==> config.mk <==
export PLATFORM = sky130hd
export DESIGN_NAME = mem_arbiter
export DESIGN_NICKNAME = d
export VERILOG_FILES = /design/src/rtl/mem_arbiter.sv
export SDC_FILE = /design/constraint.sdc
export NUM_CORES = 1
export LEC_CHECK = 0
export CAP_MARGIN = 20
export CORE_ASPECT_RATIO = 0.6
export CORE_UTILIZATION = 35
export DETAILED_ROUTE_END_ITERATION = 10
export PLACE_DENSITY = 0.87
export SYNTH_ARGS = -nofsm -noshare
export SYNTH_HDL_FRONTEND = slang
export SYNTH_SLANG_ARGS = --single-unit
==> constraint.sdc <==
create_clock -name clk -period 6.3 [get_ports clk]
set_clock_uncertainty 0.2 [all_clocks]
set_input_delay 1.26 -clock clk [delete_from_list [all_inputs] [get_ports clk]]
set_output_delay 1.26 -clock clk [all_outputs]
set_load 0.03 [all_outputs]
==> src/rtl/mem_arbiter.sv <==
// Burst arbiter between instruction and data caches onto one main memory.
// Data wins ties, but a waiting instruction fetch is served after a bounded run of data grants.
`ifndef MEM_NOP
`define MEM_NOP           2'd0
`define MEM_READ          2'd1
`define MEM_WRITE         2'd2
`endif
`ifndef MEM_RESTING
`define MEM_RESTING       2'd0
`define MEM_INST_FINISHED 2'd1
`define MEM_DATA_FINISHED 2'd2
`endif
`ifndef ONE_BYTE
`define ONE_BYTE          3'd1
`define TWO_BYTE          3'd2
`define FOUR_BYTE         3'd4
`endif

module mem_arbiter #(
  parameter int ADDR_WIDTH       = 17,
  parameter int DATA_LEN         = 32,
  parameter int ENTRY_INDEX_SIZE = 3,
  parameter int STARVE_LIMIT     = 4
) (
  input  logic                      clk,
  input  logic                      rst_n,
  input  logic                      i_req,
  input  logic [ADDR_WIDTH-1:0]     i_addr,
  input  logic [ENTRY_INDEX_SIZE:0] i_len,
  output logic [DATA_LEN-1:0]       i_rdata,
  output logic                      i_rvalid,
  output logic                      i_done,
  input  logic                      d_req,
  input  logic                      d_we,
  input  logic [ADDR_WIDTH-1:0]     d_addr,
  input  logic [ENTRY_INDEX_SIZE:0] d_len,
  input  logic [2:0]                d_data_type,
  input  logic [DATA_LEN-1:0]       d_wdata,
  output logic                      d_wready,
  output logic [DATA_LEN-1:0]       d_rdata,
  output logic                      d_rvalid,
  output logic                      d_done,
  output logic                      err,
  output logic [1:0]                mem_i_signal,
  output logic [1:0]                mem_d_signal,
  output logic [ADDR_WIDTH-1:0]     mem_i_addr,
  output logic [ADDR_WIDTH-1:0]     mem_d_addr,
  output logic [DATA_LEN-1:0]       mem_wdata,
  output logic [2:0]                mem_data_type,
  input  logic [DATA_LEN-1:0]       mem_rdata,
  input  logic [1:0]                mem_status
);

  localparam int LW = ENTRY_INDEX_SIZE + 1;
  localparam int SW = $clog2(STARVE_LIMIT + 1);
  localparam logic [SW-1:0] SLIM = SW'(STARVE_LIMIT);

  typedef enum logic [2:0] {
    IDLE, I_BURST, D_RD_BURST, D_WR_BURST, DRAIN
  } state_e;

  state_e                state_q, state_d;
  logic [ADDR_WIDTH-1:0] base_q, base_d;
  logic [LW-1:0]         len_q, len_d;
  logic [LW-1:0]         cnt_q, cnt_d;
  logic [2:0]            type_q, type_d;
  logic                  own_i_q, own_i_d;
  logic [SW-1:0]         starve_q, starve_d;
  logic                  err_q, err_d;
  logic                  rsp_q, rsp_d;
  logic                  rsp_i_q, rsp_i_d;

  logic                  grant_i, grant_d, last;
  logic [ADDR_WIDTH-1:0] beat_addr;

  function automatic logic [LW-1:0] eff_len(input logic [LW-1:0] l);
    return (l == '0) ? LW'(1) : l;
  endfunction

  assign grant_i   = i_req && (!d_req || starve_q >= SLIM);
  assign grant_d   = d_req && !grant_i;
  assign last      = (cnt_q == len_q - 1'b1);
  assign beat_addr = base_q + (ADDR_WIDTH'(cnt_q) << 2);
  assign err       = err_q;

  // Arbitration, beat sequencing, memory commands and read-return routing
  always_comb begin
    state_d  = state_q;
    base_d   = base_q;
    len_d    = len_q;
    cnt_d    = cnt_q;
    type_d   = type_q;
    own_i_d  = own_i_q;
    starve_d = starve_q;
    err_d    = err_q;
    rsp_d    = 1'b0;
    rsp_i_d  = rsp_i_q;
    i_rdata       = '0;
    i_rvalid      = 1'b0;
    i_done        = 1'b0;
    d_rdata       = '0;
    d_rvalid      = 1'b0;
    d_done        = 1'b0;
    d_wready      = 1'b0;
    mem_i_signal  = `MEM_NOP;
    mem_d_signal  = `MEM_NOP;
    mem_i_addr    = '0;
    mem_d_addr    = '0;
    mem_wdata     = '0;
    mem_data_type = '0;
    unique case (state_q)
      IDLE: begin
        unique case (1'b1)
          grant_i: begin
            state_d  = I_BURST;
            base_d   = i_addr;
            len_d    = eff_len(i_len);
            cnt_d    = '0;
            own_i_d  = 1'b1;
            starve_d = '0;
          end
          grant_d: begin
            state_d = d_we ? D_WR_BURST : D_RD_BURST;
            base_d  = d_addr;
            len_d   = (d_data_type != `FOUR_BYTE) ?
                      LW'(1) : eff_len(d_len);
            cnt_d   = '0;
            type_d  = d_data_type;
            own_i_d = 1'b0;
            if (i_req && starve_q != SLIM)
              starve_d = starve_q + 1'b1;
          end
          default: ;
        endcase
      end
      I_BURST: begin
        mem_i_signal = `MEM_READ;
        mem_i_addr   = beat_addr;
        rsp_d        = 1'b1;
        rsp_i_d      = 1'b1;
        cnt_d        = cnt_q + 1'b1;
        if (last) state_d = DRAIN;
      end
      D_RD_BURST: begin
        mem_d_signal = `MEM_READ;
        mem_i_addr   = beat_addr;
        rsp_d        = 1'b1;
        rsp_i_d      = 1'b0;
        cnt_d        = cnt_q + 1'b1;
        if (last) state_d = DRAIN;
      end
      D_WR_BURST: begin
        mem_d_signal  = `MEM_WRITE;
        mem_d_addr    = beat_addr;
        mem_wdata     = d_wdata;
        mem_data_type = type_q;
        d_wready      = 1'b1;
        cnt_d         = cnt_q + 1'b1;
        if (last) state_d = DRAIN;
      end
      DRAIN: begin
        i_done  = own_i_q;
        d_done  = !own_i_q;
        state_d = IDLE;
      end
      default: state_d = IDLE;
    endcase
    if (rsp_q) begin
      if (rsp_i_q) begin
        if (mem_status == `MEM_INST_FINISHED) begin
          i_rvalid = 1'b1;
          i_rdata  = mem_rdata;
        end else begin
          err_d = 1'b1;
        end
      end else begin
        if (mem_status == `MEM_DATA_FINISHED) begin
          d_rvalid = 1'b1;
          d_rdata  = mem_rdata;
        end else begin
          err_d = 1'b1;
        end
      end
    end
  end

  // State and burst context registers
  always_ff @(posedge clk or negedge rst_n) begin
    if (!rst_n) begin
      state_q  <= IDLE;
      base_q   <= '0;
      len_q    <= '0;
      cnt_q    <= '0;
      type_q   <= '0;
      own_i_q  <= 1'b0;
      starve_q <= '0;
      err_q    <= 1'b0;
      rsp_q    <= 1'b0;
      rsp_i_q  <= 1'b0;
    end else begin
      state_q  <= state_d;
      base_q   <= base_d;
      len_q    <= len_d;
      cnt_q    <= cnt_d;
      type_q   <= type_d;
      own_i_q  <= own_i_d;
      starve_q <= starve_d;
      err_q    <= err_d;
      rsp_q    <= rsp_d;
      rsp_i_q  <= rsp_i_d;
    end
  end

endmodule

==> results.sh, run 1 <==
export IMPL_cts_resized=0
export IMPL_insertion_delay_ns=0.28
export IMPL_final_cell_mix="256 x clkdlybuf4s50_1, 108 x and2_1, 47 x nand2_1"
export IMPL_grt_use_total_pct=27.2
export IMPL_postCtsSetupRepairBufs=0
export IMPL_antenna_found_initial=0
export IMPL_worstHoldEndpoint="err"
export IMPL_crit_path_end_kind="output port"
export IMPL_die_h_um=74.6
export IMPL_syn2layout_area_growth_pct=89.8
export IMPL_critPathKind="in -> out"
export IMPL_placed_area_um2=5680
export IMPL_post_route_min_period_ns=5.08
export IMPL_worstSetupStartpointType="input port"
export IMPL_multi_input_area_um2=1980
export IMPL_filler_cell_count=686
export IMPL_final_common_cell="clkdlybuf4s50_1"
export IMPL_finalSetupTns_ns=0
export IMPL_grt_pass1_wl_mm=18.6
export IMPL_overflow=0
export IMPL_crit_chain="clkdlybuf4s50_1 > nor2b_1 > and3_1 > and2_1 > clkdlybuf4s50_1"
export IMPL_r2r_start="starve_q[2]"
export IMPL_hold_start="err"
export IMPL_ir_worst_vdd_mv=0.345
export IMPL_required_ns=4.84
export IMPL_r2r_slack_ns=4.08
export IMPL_synth_simple_gate_area_share_pct=41.5
export IMPL_drcViolationCount=0
export IMPL_power_density_nw_per_um2=527
export IMPL_cts_root_buffer="clkbuf_16"
export IMPL_fin_area_um2=5830
export IMPL_dp_hpwl_mm=10.3
export IMPL_seqCellArea_um2=951
export IMPL_leakagePower_uw=0.00234
export IMPL_syn_nets=526
export IMPL_async_flop_share_pct=100
export IMPL_drtPass1Iterations=4
export IMPL_fmax_mhz=197
export IMPL_ios=259
export IMPL_dieWidth_um=123
export IMPL_hold_class="reg -> reg"
export IMPL_cp_slowest_stage_delay_ns=0.74
export IMPL_initial_core_util_pct=36.1
export IMPL_synth_edf_count=0
export IMPL_ctsHtreeMaxLevel=2
export IMPL_crit_fanout=33
export IMPL_finalWirelength_mm=12.9
export IMPL_path_common_cell="clkdlybuf4s50_1"
export IMPL_cpMaxStageDelayCell="and3_1"
export IMPL_reg2reg_to="len_q[0]"
export IMPL_cts_buffers=5
export IMPL_wl_per_cell_um=17.1
export IMPL_synth_xor_area_share_pct=4.28
export IMPL_hold_viol=0
export IMPL_num_antenna_cells=0
export IMPL_rsz0062_at_grt="no"
export IMPL_yosysSeqAreaShare_pct=30.9
export IMPL_ys_warn_count=0
export IMPL_hold_depth=1
export IMPL_drv_slew=0
export IMPL_core_area_um2=8520
export IMPL_min_period_over_period_pct=80.6
export IMPL_r2r_cells=4
export IMPL_cts_buffer_depth=2
export IMPL_worst_slew_pin_slew_ns=0.847
export IMPL_synth_mux_area_share_pct=1.47
export IMPL_netlist_area_um2=3070
export IMPL_hold_buffers=0
export IMPL_synth_top_family_by_area="simple AND/OR/NAND/NOR gates"
export IMPL_die_area_um2=9170
export IMPL_ys_seq_elements=38
export IMPL_synth_adder_area_share_pct=3.50
export IMPL_clkTransAtPathRegs_ns=0.06
export IMPL_io_buffers=257
export IMPL_setup_viol=0
export IMPL_synth_cell_types=47
export IMPL_via_per_inst=4.95
export IMPL_drt_initial_drc_count=177
export IMPL_arrival_ns=3.62
export IMPL_routabilityCongestion=0.987
export IMPL_nets=765
export IMPL_grt_pass1_vias=3335
export IMPL_drv_cap=0
export IMPL_max_slew_margin_rel_pct=43.5
export IMPL_avgSynthCellArea_um2=7.64
export IMPL_vias=3732
export IMPL_ant_nets=0
export IMPL_rows=26
export IMPL_run_status="finished clean"
export IMPL_drive_above_1_share_pct=4.05
export IMPL_ys_flop_type="dfrtp_1"
export IMPL_synthCells=402
export IMPL_cts_sinks=38
export IMPL_synth_compound_gate_area_share_pct=13.4
export IMPL_tritoncts="built"
export IMPL_grt_start_max_net_pins=48
==> sequential cells by signal (all words and copies together), names as in the netlist <==
signal	count
base_q	17
cnt_q	4
err	1
len_q	4
own_i_q	1
rsp_i_q	1
rsp_q	1
starve_q	3
state_q	3
type_q	3
==> synth_stat cells (2+ instances only) <==
cell type / instances / area share (%)
a21o_1: 6 / 1.5
a21oi_1: 18 / 2.9
a22oi_1: 4 / 0.98
a31oi_1: 17 / 3.5
and2_1: 108 / 22
and3_1: 3 / 0.61
buf_2: 8 / 1.3
clkbuf_1: 18 / 2.2
dfrtp_1: 38 / 31
ha_1: 7 / 2.9
inv_1: 5 / 0.61
inv_2: 3 / 0.37
mux2_2: 4 / 1.5
nand2_1: 47 / 5.7
nand3_1: 4 / 0.65
nand3b_1: 2 / 0.49
nor2_1: 40 / 4.9
nor3_1: 9 / 1.5
nor3b_1: 2 / 0.49
nor4_1: 2 / 0.41
o21a_1: 2 / 0.49
o21ai_0: 5 / 0.81
o21ai_1: 7 / 1.1
o31ai_1: 3 / 0.73
or2_1: 2 / 0.41
or3_1: 4 / 0.81
xnor2_1: 11 / 3.1
xor2_1: 4 / 1.1
==> final cells by class <==
type | count | share of cell area [%]
repair buffers | 259 | 44.3
multi-input cells | 329 | 33.9
flip-flops and latches | 38 | 16.3
well taps | 112 | 2.40
clock buffers | 6 | 2.38
inverters | 8 | 0.515
clock inverters | 2 | 0.215
==> stage by stage <==
| stage | hold WS [ns] | power [uW] | setup WS (ns) | cells | util [%] |
|---|---|---|---|---|---|
| after floorplan | 0.257 | 1910 | 2.43 | 402 | - |
| final | 0.293 | 3070 | 1.22 | 754 | 68.4 |
| after CTS | 0.290 | 3080 | 1.26 | 754 | 68.4 |
| after detailed placement | 0.266 | 2810 | 1.28 | 746 | 66.6 |
| after global routing | 0.304 | 3270 | 1.09 | 754 | 68.4 |
| after global placement | 0.272 | 2760 | 1.46 | 746 | 66.6 |
==> per-layer routing <==
layer | vias to the layer above | wire [um] | global-route usage [%]
met1 | 1789 | 5730 | 36.8
met3 | 8 | 965 | 5.21
met4 | 0 | 89 | 3.12
li1 | 1801 | - | -
met5 | - | 0 | 0
met2 | 134 | 6120 | 46.9
==> cells by family after synthesis <==
group,after synthesis
adders and majority gates,8
xor gates and xnor gates,15
other,1
AOI/OAI and AO/OA,67
buffers and inverters,35
muxes,4
and+or+nand+nor,234
DFF,38
==> where the power goes <==
part           internal, uW  switching [uW]
clock                   157            95.2
combinational           949            1350
sequential              364             153
total                  1470            1600
==> worst max-delay path by stage <==
stage	start	end	slack, ns
final	mem_status[0]	i_rdata[8]	1.22
after global routing	mem_status[0]	i_rdata[0]	1.09
after CTS	mem_status[0]	i_rdata[9]	1.26
after detailed placement	mem_status[0]	i_rdata[9]	1.28
after global placement	mem_status[0]	i_rdata[27]	1.46
after floorplan	mem_status[0]	i_rdata[22]	2.43
==> worst max-delay path: cells and delay by family <==
kind          cells  cell delay (ns)
simple gates      3             1.19
buf+inv           2             1.16
Power figures use the tool's default switching activity.
==> inputs of run 2 (changes only) <==
--- a/config.mk
+++ b/config.mk
@@ -7,9 +7,9 @@
 export LEC_CHECK = 0
 export CAP_MARGIN = 20
 export CORE_ASPECT_RATIO = 0.6
-export CORE_UTILIZATION = 35
+export CORE_UTILIZATION = 33
 export DETAILED_ROUTE_END_ITERATION = 10
-export PLACE_DENSITY = 0.87
+export PLACE_DENSITY = 0.83
 export SYNTH_ARGS = -nofsm -noshare
 export SYNTH_HDL_FRONTEND = slang
 export SYNTH_SLANG_ARGS = --single-unit
==> constraint.sdc (replaced) <==
create_clock -name clk -period 4.75 [get_ports clk]
set_clock_uncertainty 0.2 [all_clocks]
set_input_delay 0.95 -clock clk [delete_from_list [all_inputs] [get_ports clk]]
set_output_delay 0.95 -clock clk [all_outputs]
set_load 0.03 [all_outputs]
==> run 2 against run 1 <==
Sequential share of layout area shrank 0.17 points. Total power grew 36%. Design area grew 1.1%. Hold slack lost 0.013 ns. Highest routed layer is now met3. Sequential power grew 31%.
==> results.sh, run 2 (synthesis gave the netlist of run 1 again) <==
export IMPL_run_status="finished clean"
export IMPL_core_area_um2=8780
export IMPL_worstSetupStartpointType="flip-flop"
export IMPL_hold_viol=0
export IMPL_fmax_mhz=227
export IMPL_initial_core_util_pct=35.0
export IMPL_r2r_slack_ns=2.51
export IMPL_rows=26
export IMPL_drt_met1_wl_mm=5.89
export IMPL_critPathKind="reg -> out"
export IMPL_filler_cell_count=715
export IMPL_crit_fanout=6
export IMPL_drv_slew=0
export IMPL_ant_nets=0
export IMPL_syn2layout_area_growth_pct=91.8
export IMPL_dp_hpwl_mm=10.2
export IMPL_crit_path_end_kind="output port"
export IMPL_drive_above_1_share_pct=4.50
export IMPL_drv_cap=0
export IMPL_wl_per_cell_um=16.9
export IMPL_grt_start_max_net_pins=48
export IMPL_p_total_uw=4190
export IMPL_cts_resized=0
export IMPL_leakagePower_uw=0.00237
export IMPL_finalSetupTns_ns=0
export IMPL_arrival_ns=3.25
export IMPL_ir_worst_vdd_mv=0.392
export IMPL_cts_buffers=5
export IMPL_hold_buffers=0
export IMPL_top_regs="base_q (17), cnt_q (4), len_q (4)"
export IMPL_tritoncts="built"
export IMPL_power_density_nw_per_um2=711
export IMPL_worst_slack_ns=0.348
export IMPL_post_route_min_period_ns=4.40
export IMPL_worst_slew_pin_slew_ns=0.866
export IMPL_grt_use_total_pct=26.0
export IMPL_final_cell_mix="256 x clkdlybuf4s50_1, 108 x and2_1, 47 x nand2_1"
export IMPL_seqCellArea_um2=951
export IMPL_cts_root_buffer="clkbuf_16"
export IMPL_drcViolationCount=0
export IMPL_overflow=0
export IMPL_io_buffers=257
export IMPL_vias=3663
export IMPL_cts_sinks=38
export IMPL_die_area_um2=9710
export IMPL_ios=259
export IMPL_setup_viol=0
export IMPL_ctsHtreeMaxLevel=2
export IMPL_clkTransAtPathRegs_ns=0.06
export IMPL_dr_wl_met3_um=808
export IMPL_drtPass1Iterations=4
export IMPL_route_met2_wl_mm=6.10
export IMPL_final_util_pct=67.1
export IMPL_nets=767
export IMPL_rsz0062_at_grt="no"
export IMPL_required_ns=3.60
export IMPL_whs_ns=0.280
export IMPL_die_h_um=76.7
export IMPL_grt_pass1_vias=3449
export IMPL_finalWirelength_mm=12.8
export IMPL_min_period_over_period_pct=92.7
export IMPL_largest_reg_flops=17
export IMPL_regMostFlops="base_q"
export IMPL_via_per_inst=4.85
export IMPL_multi_input_area_um2=1980
export IMPL_final_common_cell="clkdlybuf4s50_1"
export IMPL_antenna_found_initial=0
export IMPL_postCtsSetupRepairBufs=0
export IMPL_placement_setup_worst_slack_ns=0.544
export IMPL_routabilityCongestion=0.852
export IMPL_drt_initial_drc_count=192
export IMPL_highest_layer="met3"
export IMPL_dieWidth_um=127
export IMPL_num_antenna_cells=0
export IMPL_hold_class="reg -> reg"
export IMPL_cts_buffer_depth=2
export IMPL_grt_pass1_wl_mm=19.5
export IMPL_insertion_delay_ns=0.28
export IMPL_max_slew_margin_rel_pct=42.2
## run 2: power by group
| group | leakage, uW | total [uW] | internal [uW] | switching, uW |
|---|---|---|---|---|
| logic | 0.00184 | 3080 | 1270 | 1810 |
| clock network | 0.0000940 | 436 | 302 | 134 |
| registers | 0.000439 | 675 | 483 | 192 |
| total | 0.00237 | 4190 | 2060 | 2130 |
## run 2: critical path, cell delays in order, from the launching register on
cell and delay (ns):
dfrtp_1 0.47, ha_1 0.25, fa_1 0.44, a211oi_2 0.39, or2_0 0.38, o31ai_1 0.16, a21oi_1 0.15, clkdlybuf4s50_1 0.71
## run 2: path summary, 6_finish.rpt
path                        startpoint             end  depth (start not counted)
setup / recovery              cnt_q[0]  mem_i_addr[16]                          7
hold / removal                     err             err                          1
setup reg to reg           starve_q[2]        len_q[0]                          4
hold reg to reg                    err             err                          1
max in group asynchronous        rst_n      state_q[0]                          1
min in group asynchronous        rst_n       base_q[4]                          1
## run 2: area by class of cell
type	instances	share of cell area, %
timing repair buffer	261	44.1
inverter	8	0.509
clock buffer	5	2.12
tap	112	2.38
clock inverter	3	1.17
multi-input combinational	329	33.6
sequential	38	16.1
## run 2: routing by layer
layer	track usage (%)	vias to the layer above
met3	5.58	0
met2	43.5	129
met1	35.1	1726
met4	3.37	0
met5	0	-
li1	-	1808
## run 2: metrics by stage
step,instances,cell area (um2)
after floorplan,402,3070
after global placement,748,5700
after detailed placement,748,5700
after CTS,756,5890
after global routing,756,5890
final,756,5890
==> inputs of run 3 (changes only) <==
--- a/config.mk
+++ b/config.mk
@@ -5,7 +5,7 @@
 export SDC_FILE = /design/constraint.sdc
 export NUM_CORES = 1
 export LEC_CHECK = 0
-export CAP_MARGIN = 20
+export CAP_MARGIN = 30
 export CORE_ASPECT_RATIO = 0.6
 export CORE_UTILIZATION = 33
 export DETAILED_ROUTE_END_ITERATION = 10
==> results of run 3 <==
Same layout as run 2: the final DEF is identical, and so are final timing and power.
